--- src/rtl/grid_scanout_pkg.sv ---
// grid_scanout_pkg
//   Shared definitions for the 64-bit game grid and its scan-out logic.
//   The grid holds 16 cells of 4-bit exponents, row-major, with cell i at
//   grid[i*4 +: 4]. A value of 0 means the cell is empty.
//   Contents:
//     GRID_CELLS, CELL_W, GRID_W     grid shape
//     DEF_GRID_X0, DEF_GRID_Y0,
//     DEF_TILE_SHIFT, DEF_BORDER     default screen geometry
//     cell_get(grid, idx)            extracts one cell; grid writers use it too
package grid_scanout_pkg;

  localparam int GRID_CELLS = 16;
  localparam int CELL_W     = 4;
  localparam int GRID_W     = GRID_CELLS * CELL_W;

  localparam int DEF_GRID_X0    = 192;
  localparam int DEF_GRID_Y0    = 112;
  localparam int DEF_TILE_SHIFT = 6;
  localparam int DEF_BORDER     = 2;

  function automatic logic [CELL_W-1:0] cell_get(input logic [GRID_W-1:0] g,
                                                 input logic [3:0]        idx);
    return g[int'(idx)*CELL_W +: CELL_W];
  endfunction

endpackage

--- src/rtl/grid_snapshot.sv ---
// grid_snapshot
//   Holds a per-frame copy of the live grid so that pixel lookups never see
//   a half-updated board. The copy is taken only on a vsync pulse. The copy
//   it replaces is kept as well, which lets the scan-out flag cells whose
//   value changed between the two frames.
//   Ports:
//     clk, rst             clock and asynchronous active-high reset
//     vsync_rising_edge    one-cycle frame-start pulse; triggers a snapshot
//     grid                 live game grid
//     snap                 grid as captured at the latest pulse
//     prev_snap            grid as captured at the pulse before that one
//     snap_pulse           high for one cycle after each snapshot
module grid_snapshot
  import grid_scanout_pkg::*;
(
  input  logic              clk,
  input  logic              rst,
  input  logic              vsync_rising_edge,
  input  logic [GRID_W-1:0] grid,
  output logic [GRID_W-1:0] snap,
  output logic [GRID_W-1:0] prev_snap,
  output logic              snap_pulse
);

  // NOTE: snap and prev_snap are data registers, but they are still reset.
  // Until the first vsync, lookups must return an all-zero board, not
  // power-up garbage.
  always_ff @(posedge clk or posedge rst) begin
    if (rst) begin
      snap       <= '0;
      prev_snap  <= '0;
      snap_pulse <= 1'b0;
    end else begin
      snap_pulse <= vsync_rising_edge;
      if (vsync_rising_edge) begin
        // NOTE: non-blocking assignments make prev_snap take the old snap in
        // this edge. A blocking assignment would copy the new grid into both.
        prev_snap <= snap;
        snap      <= grid;
      end
    end
  end

endmodule

--- src/rtl/grid_scanout.sv ---
// grid_scanout
//   Read-side consumer of the game grid. It maps each incoming pixel
//   coordinate to its grid cell, tile exponent, intra-tile offset and border
//   flag. It uses a fixed two-stage pipeline: one result per cycle, no stalls.
//   Lookups read the per-frame snapshot held in grid_snapshot.
//   Ports:
//     clk, rst             clock and asynchronous active-high reset
//     vsync_rising_edge    frame-start pulse; takes a grid snapshot
//     grid                 live game grid (16 x 4-bit exponents)
//     pix_valid, x, y      pixel coordinate in the active display area
//     tile_valid           pixel lies inside the grid (2-cycle latency)
//     cell_idx             row*4+col of the pixel's cell
//     tile_exp             snapshot exponent of that cell
//     tile_u, tile_v       offsets of the pixel within its tile
//     border               pixel lies in the tile's border band
//     changed              cell differs from the previous snapshot
//     snap_pulse           one-cycle pulse the cycle after a snapshot
//   When tile_valid is 0, every other tile output is forced to 0.
module grid_scanout
  import grid_scanout_pkg::*;
#(
  parameter int GRID_X0    = DEF_GRID_X0,
  parameter int GRID_Y0    = DEF_GRID_Y0,
  parameter int TILE_SHIFT = DEF_TILE_SHIFT,
  parameter int BORDER     = DEF_BORDER
) (
  input  logic                  clk,
  input  logic                  rst,
  input  logic                  vsync_rising_edge,
  input  logic [GRID_W-1:0]     grid,
  input  logic                  pix_valid,
  input  logic [9:0]            x,
  input  logic [9:0]            y,
  output logic                  tile_valid,
  output logic [3:0]            cell_idx,
  output logic [CELL_W-1:0]     tile_exp,
  output logic [TILE_SHIFT-1:0] tile_u,
  output logic [TILE_SHIFT-1:0] tile_v,
  output logic                  border,
  output logic                  changed,
  output logic                  snap_pulse
);

  localparam int GRID_PX = 4 << TILE_SHIFT;
  localparam int OFS_W   = TILE_SHIFT + 2;

  // The bounds are 11 bits wide so that the upper bound cannot wrap.
  localparam logic [10:0] X_LO = 11'(GRID_X0);
  localparam logic [10:0] X_HI = 11'(GRID_X0 + GRID_PX);
  localparam logic [10:0] Y_LO = 11'(GRID_Y0);
  localparam logic [10:0] Y_HI = 11'(GRID_Y0 + GRID_PX);

  localparam logic [TILE_SHIFT-1:0] B_LO = TILE_SHIFT'(BORDER);
  localparam logic [TILE_SHIFT-1:0] B_HI = TILE_SHIFT'((1 << TILE_SHIFT) - BORDER);

  logic [GRID_W-1:0] snap;
  logic [GRID_W-1:0] prev_snap;

  grid_snapshot u_snapshot (
    .clk               (clk),
    .rst               (rst),
    .vsync_rising_edge (vsync_rising_edge),
    .grid              (grid),
    .snap              (snap),
    .prev_snap         (prev_snap),
    .snap_pulse        (snap_pulse)
  );

  // ---------------- Stage 1: grid-relative coordinates ----------------
  // Only the row/col and offset bits of the difference are ever used. The
  // low bits of a subtraction depend only on the low bits of its operands.
  // When x or y is below the grid origin the difference wraps, but in_grid
  // masks that result.
  logic [OFS_W-1:0] rx, ry;
  logic             in_grid;

  assign rx = x[OFS_W-1:0] - X_LO[OFS_W-1:0];
  assign ry = y[OFS_W-1:0] - Y_LO[OFS_W-1:0];
  assign in_grid = pix_valid &&
                   ({1'b0, x} >= X_LO) && ({1'b0, x} < X_HI) &&
                   ({1'b0, y} >= Y_LO) && ({1'b0, y} < Y_HI);

  logic                  s1_valid;
  logic [1:0]            s1_row, s1_col;
  logic [TILE_SHIFT-1:0] s1_u, s1_v;

  always_ff @(posedge clk or posedge rst) begin
    if (rst) begin
      s1_valid <= 1'b0;
      s1_row   <= '0;
      s1_col   <= '0;
      s1_u     <= '0;
      s1_v     <= '0;
    end else begin
      s1_valid <= in_grid;
      s1_col   <= rx[TILE_SHIFT +: 2];
      s1_row   <= ry[TILE_SHIFT +: 2];
      s1_u     <= rx[TILE_SHIFT-1:0];
      s1_v     <= ry[TILE_SHIFT-1:0];
    end
  end

  // ---------------- Stage 2: cell lookup and border ----------------
  // snap is read here before this edge can update it. A lookup in the same
  // cycle as a vsync pulse therefore sees the previous frame's snapshot.
  logic [3:0]            nxt_idx;
  logic [CELL_W-1:0]     nxt_exp;
  logic [TILE_SHIFT-1:0] nxt_u, nxt_v;
  logic                  nxt_border, nxt_changed;

  // NOTE: every signal gets a default value first. No path through the
  // block leaves a signal unassigned, so no latch is inferred.
  always_comb begin
    nxt_idx     = '0;
    nxt_exp     = '0;
    nxt_u       = '0;
    nxt_v       = '0;
    nxt_border  = 1'b0;
    nxt_changed = 1'b0;
    if (s1_valid) begin
      nxt_idx     = {s1_row, s1_col};
      nxt_exp     = cell_get(snap, {s1_row, s1_col});
      nxt_changed = cell_get(snap, {s1_row, s1_col}) !=
                    cell_get(prev_snap, {s1_row, s1_col});
      nxt_u       = s1_u;
      nxt_v       = s1_v;
      nxt_border  = (s1_u < B_LO) || (s1_u >= B_HI) ||
                    (s1_v < B_LO) || (s1_v >= B_HI);
    end
  end

  always_ff @(posedge clk or posedge rst) begin
    if (rst) begin
      tile_valid <= 1'b0;
      cell_idx   <= '0;
      tile_exp   <= '0;
      tile_u     <= '0;
      tile_v     <= '0;
      border     <= 1'b0;
      changed    <= 1'b0;
    end else begin
      tile_valid <= s1_valid;
      cell_idx   <= nxt_idx;
      tile_exp   <= nxt_exp;
      tile_u     <= nxt_u;
      tile_v     <= nxt_v;
      border     <= nxt_border;
      changed    <= nxt_changed;
    end
  end

endmodule

--- config.mk ---
export PLATFORM = sky130hd
export DESIGN_NAME = grid_scanout
export DESIGN_NICKNAME = d
export VERILOG_FILES = /design/src/rtl/grid_scanout_pkg.sv /design/src/rtl/grid_snapshot.sv /design/src/rtl/grid_scanout.sv
export SDC_FILE = /design/constraint.sdc
export NUM_CORES = 1
export LEC_CHECK = 0
export ABC_AREA = 0
export CAP_MARGIN = 40
export CORE_ASPECT_RATIO = 0.8
export CORE_MARGIN = 2
export CORE_UTILIZATION = 65
export DETAILED_ROUTE_END_ITERATION = 8
export DONT_BUFFER_PORTS = 1
export HOLD_SLACK_MARGIN = 0.06
export PLACE_DENSITY = 0.87
export SLEW_MARGIN = 10
export SYNTH_ARGS = -nofsm -noshare
export SYNTH_HDL_FRONTEND = slang
export SYNTH_SLANG_ARGS = --single-unit
--- constraint.sdc ---
create_clock -name clk -period 7.9 [get_ports clk]
set_input_delay 0.79 -clock clk [delete_from_list [all_inputs] [get_ports clk]]
set_output_delay 0.79 -clock clk [all_outputs]
set_load 0.05 [all_outputs]
After elaboration in Yosys (flattened, before gate mapping)
Index checks and enable logic that the tools add are counted.
{ "op_classes": {"n_lt_le_gt_ge": 8, "n_addsub": 2, "n_mux": 6, "eq_ne": 1, "n_reduce_logical": 7, "shift": 2} }
{ "op_table": {"columns": ["cell", "n"], "rows": [
  ["64-bit by 7-bit variable part select with 4-bit output", 2],
  ["10-bit by 9-bit less-than comparator with 1-bit output (second input constant)", 2],
  ["6-bit greater-or-equal comparator (second input constant)", 2],
  ["6-bit by 2-bit less-than comparator with 1-bit output (second input constant)", 2],
  ["6-bit two-way mux", 2],
  ["10-bit by 7-bit greater-or-equal comparator with 1-bit output (second input constant)", 1],
  ["10-bit by 8-bit greater-or-equal comparator with 1-bit output (second input constant)", 1],
  ["4-bit two-way mux", 2],
  ["8-bit by 7-bit subtractor with 8-bit output (second input constant)", 1],
  ["8-bit subtractor (second input constant)", 1],
  ["1-bit logical AND", 4],
  ["4-bit != test", 1],
  ["1-bit logical OR", 3],
  ["1-bit two-way mux", 2]
]} }
{ "totals": {"in_bits": 88, "ff_bits": 169, "out_inout_bits": 24, "wordCells": 41} }

Longest topological paths before layout
{ "depth": {"word_depth": 5, "depth_mapped": 8, "ltp_nobuf": 5} }

Cells and area by module
A second synthesis with hierarchy kept.
{ "unflattened": {"cells_unflattened": 431, "area_unflattened_um2": 7214.4} }
{ "modules_own_cells": {"columns": ["mod", "area_each_um2", "seq_area_each_um2", "instances", "cells_per_inst"], "rows": [
  ["grid_snapshot", 4850.9, 3228.1, 1, 272],
  ["grid_scanout", 2363.5, 1001.0, 1, 159]
]} }

Worst setup path before layout
No wires, ideal clock.
{ "synth_timing": {"kind": "reg-to-reg", "from": "register s1_col[0]", "to": "register changed", "period_less_slack_ns": 2.072, "arrival_ns": 1.942, "required_ns": 7.771, "setup_slack_ns": 5.828, "setup_ns": 0.129, "stages_incl_launch_ff": 7, "path_buffers": 1, "path_cell_list": "dfrtp_1 buf_2 mux4_2 a22oi_1 nand2_1 xor2_1 o41a_1"} }
{ "synth_between": {"elab_chain_len": 3, "elab_cells_between_ends": 4, "cone_classes": "eq/ne: 1; shift: 2; mux: 1"} }
{ "synth_rtl": {"columns": ["item", "line_no", "text"], "rows": [
  ["start: declaration", "grid_scanout.sv:84", "logic [1:0] s1_row, s1_col;"],
  ["start signal: assignment", "grid_scanout.sv:96", "s1_col <= rx[TILE_SHIFT +: 2];"],
  ["64-bit by 7-bit variable part select with 4-bit output", "grid_scanout_pkg.sv:23", "return g[int'(idx)*CELL_W +: CELL_W];"],
  ["4-bit != test (*)", "grid_scanout.sv:123", "nxt_changed = cell_get(snap, {s1_row, s1_col}) !="],
  ["1-bit two-way mux (*)", "grid_scanout.sv:120", "if (s1_valid) begin"],
  ["named net nxt_changed", "grid_scanout.sv:109", "logic nxt_border, nxt_changed;"],
  ["end signal: assignment", "grid_scanout.sv:148", "changed <= nxt_changed;"],
  ["end: declaration", "grid_scanout.sv:40", "output logic changed,"]
]} }
Mark *: on every way through the listed nets, which the timed path passes. The rest lies on a longest branch.
A chain may end at the register's enable or synchronous reset.

Worst setup path after layout
{ "layout_timing": {"from": "register s1_row[0]", "to": "register changed"} }
{ "layout_between": {"elab_chain_len": 3, "elab_cells_between_ends": 4, "cone_classes": "eq/ne: 1; shift: 2; mux: 1"} }
{ "layout_rtl": {"columns": ["item", "line_no", "text"], "rows": [
  ["start: declaration", "grid_scanout.sv:84", null],
  ["start signal: assignment", "grid_scanout.sv:97", "s1_row <= ry[TILE_SHIFT +: 2];"],
  ["64-bit by 7-bit variable part select with 4-bit output", "grid_scanout_pkg.sv:23", null],
  ["4-bit != test (*)", "grid_scanout.sv:123", null],
  ["1-bit two-way mux (*)", "grid_scanout.sv:120", null],
  ["named net nxt_changed", "grid_scanout.sv:109", null]
]} }
Marked as above.

==> flow_summary.ini <==
[clock_network]
clk_latency_ns = 0.42
cts_root_buf = clkbuf_16
cts_setup_buffers = 0
cts_tree = yes
cts_hold_buf = 0
cts_buffer_depth = 2
htree_levels = 4
numCtsBuffers = 17
clock-sinks = 169
path_clk_slew_ns = 0.06
cts_resized = 0

[sta]
setup_viol = 0
hold_viol = 0
final.setup_skew_ns = 0.009599
fin_crit_ns = 2.432
maxSlewHeadroom_pct = 54.79
setup_tns_ns = 0
fmax_mhz = 411.2
drv_slew = 0
worst_pin_slew_ns = 0.6782
finalCritPeriodShare_pct = 30.79
rsz0062_at_grt = no

[setup_path]
r2r_cells = 5
worstPathMaxFanout = 33
worstPathArrival_ns = 2.73
cp-end-kind = flip-flop
r2r_setup_slack_ns = 5.47
r2r-end = changed$_DFF_PP0_
crit_type = flip-flop to flip-flop
r2r-start = s1_row[0]$_DFF_PP0_
worstPathRequired_ns = 8.20
crit_path_start = s1_row[0]$_DFF_PP0_
endpoint = changed$_DFF_PP0_
cp-start-kind = flip-flop

[routing]
drc = 0
routedLengthMet1_um = 5364
wl_per_cell_um = 21.85
ant_nets = 0
dr_total_vias = 3569
drt_iter0_drc = 303
wl_met2_um = 6353
routed_wl_um = 12630
wl_met3_um = 727
routed.top_layer = met4
dr.pass1.iters = 4
vias_per_cell = 6.175

[final_layout]
register_area_um2 = 4230
area_growth_pct = 9.893
multiInputGateArea_um2 = 2660
drive_gt1_share_pct = 45.21
nNetsFinal = 515
num_antenna_cells = 0
fill_cells = 595

[global_routing]
grt_max_degree = 130
antenna_found_initial = 0
grt_pass1_wl_um = 21050
overflow = 0
grt_pass1_vias = 3907
grt_usage_pct = 24.11

[worst_hold_path]
hp-class = input port to async pin

[die]
num_rows = 33
fp.dieW_um = 120.2
die_area_um2 = 11650
core_area_um2 = 10360
start_util_pct = 67.73
die_y_um = 96.95
num_io_pins = 112

[power]
leakagePower_uw = 0.003281
ir_worst_vdd_v = 0.0001843
finalPower_uw = 2022
p_switching_uw = 487.7
p_int_uw = 1534
p_per_area_nw_per_um2 = 262.1
seq_power_share_pct = 50.8
combPwrFrac_pct = 10.8
netSwitchingFraction_pct = 24.12
clockPowerShare_pct = 38.4

[synth]
async_flop_share_pct = 100.0
syn_inst = 428
synth_seq_cells = 169
synth_top_cell_by_area = dfrtp_1
synth-xor-area-share_pct = 0.9982
synth_compound_gate_area_share_pct = 1.979
synthMuxAreaShare_pct = 31.23
ys.flop_type = dfrtp_1
synthAdderAreaFrac_pct = 0.3565
synth_area_per_cell_um2 = 16.40
synth_area_leaders = dfrtp_1, mux2_2, mux4_2
yosys.cell_types.count = 27
syn_area_um2 = 7019
synth_top_family_by_area = multiplexers
syn-num-nets = 518
synthSimpleGateAreaFrac_pct = 3.333
synth_top_area_share_pct = 60.25
synth_edf_count = 0
ys_warn_count = 0
yosysSeqAreaShare_pct = 60.25

[job]
drv_cap = 0

[place]
io_buffers = 0
gp_congestion = 0.7960
dp_hpwl_um = 8538

[outcome]
status = finished clean
==> per-layer routing <==
metal,track usage [%],vias up
met1,33.12,1858
met5,0,-
li1,-,1575
met3,5.601,19
met4,9.502,0
met2,37.98,117
==> worst min-delay path by stage <==
| stage | startpoint | end | slack [ns] |
|---|---|---|---|
| floorplan | s1_valid$_DFF_PP0_ | tile_valid$_DFF_PP0_ | 0.40 |
| global placement | s1_v[0]$_DFF_PP0_ | tile_v[0]$_DFF_PP0_ | 0.44 |
| detailed placement | s1_v[0]$_DFF_PP0_ | tile_v[0]$_DFF_PP0_ | 0.45 |
| CTS | rst | tile_u[2]$_DFF_PP0_ | 0.35 |
| global route | y[2] | s1_v[2]$_DFF_PP0_ | 0.36 |
| finish | rst | u_snapshot.snap[43]$_DFFE_PP0P_ | 0.35 |
==> layout make-up <==
cell class                      instances  share of cell area (%)
Tap cell                              140                   2.271
Multi-Input combinational cell        230                   34.48
Sequential cell                       169                   54.84
Inverter                                3                  0.2109
Timing Repair Buffer                    4                  0.8110
Clock buffer                           22                   6.277
Clock inverter                         10                   1.103
==> worst max-delay path, cell delays in order, from the launching register on <==
cell     delay, ns
dfrtp_1       0.32
buf_4         0.37
mux4_1        0.61
mux4_2        0.50
xor2_1        0.20
o41a_1        0.31
==> cell families after synthesis <==
family,Yosys count
xor+xnor,8
fa+ha+maj,2
buf+inv,29
flops,169
simple gates,40
compound gates,19
mux,161
==> stage by stage <==
step | utilization [%] | hold slack [ns] | cells | setup WS (ns) | cell area, µm²
6_report | 74.43 | 0.3452 | 578 | 5.468 | 7714
5_1_grt | 74.43 | 0.3634 | 578 | 5.338 | 7714
4_1_cts | 74.43 | 0.3528 | 578 | 5.450 | 7714
3_5_place_dp | 68.94 | 0.4459 | 546 | 5.461 | 7144
3_3_place_gp | 68.48 | 0.4361 | 544 | 5.267 | 7097
2_1_floorplan | - | 0.3955 | 428 | 2.535 | 7019
==> registers in the layout (all words and copies together), names as in the netlist <==
register / cells
border: 1
cell_idx: 4
changed: 1
s1_col: 2
s1_row: 2
s1_u: 6
s1_v: 6
s1_valid: 1
tile_exp: 4
tile_u: 6
tile_v: 6
tile_valid: 1
u_snapshot.prev_snap: 64
u_snapshot.snap: 64
u_snapshot.snap_pulse: 1
==> cells in the final DEF (no fill, tap or decap) <==
master and count:
a21oi_1 1, a22oi_1 14, and2_1 20, and2_2 1, and2b_4 1, and3_1 2, buf_12 1, buf_16 1
buf_4 2, clkbuf_1 1, clkbuf_16 17, clkbuf_8 4, clkinv_4 6, clkinvlp_4 2, dfrtp_1 168, dfrtp_2 1
ha_1 2, inv_1 2, inv_6 3, mux2_2 128, mux4_1 2, mux4_2 31, nand2_1 7, nand3_1 3
nand3b_1 1, nor2_1 1, nor2b_1 1, nor3_1 1, o21a_1 1, o21ai_0 2, o41a_1 1, or4_1 2
xor2_1 8
==> synth_stat cells, types with 2 or more instances <==
| cell | instances |
|---|---|
| ha_1 | 2 |
| mux4_2 | 31 |
| and2_1 | 20 |
| buf_2 | 5 |
| clkbuf_1 | 17 |
| mux2_2 | 128 |
| o21ai_0 | 2 |
| buf_1 | 2 |
| xor2_1 | 8 |
| inv_1 | 3 |
| buf_6 | 2 |
| mux4_1 | 2 |
| a22oi_1 | 14 |
| nand3_1 | 3 |
| or4_1 | 2 |
| dfrtp_1 | 169 |
| nand2_1 | 7 |
| and3_1 | 2 |
==> power by group through the flow <==
stage / Sequential [µW] / Clock [µW] / Combinational [µW]
final: 1030 / 777 / 218
after global placement: 1040 / 0 / 205
after detailed placement: 1040 / 0 / 220
after CTS: 1030 / 789 / 222
after floorplan: 1010 / 0 / 203
after global routing: 1040 / 834 / 240
Power figures use the tool's default switching activity.
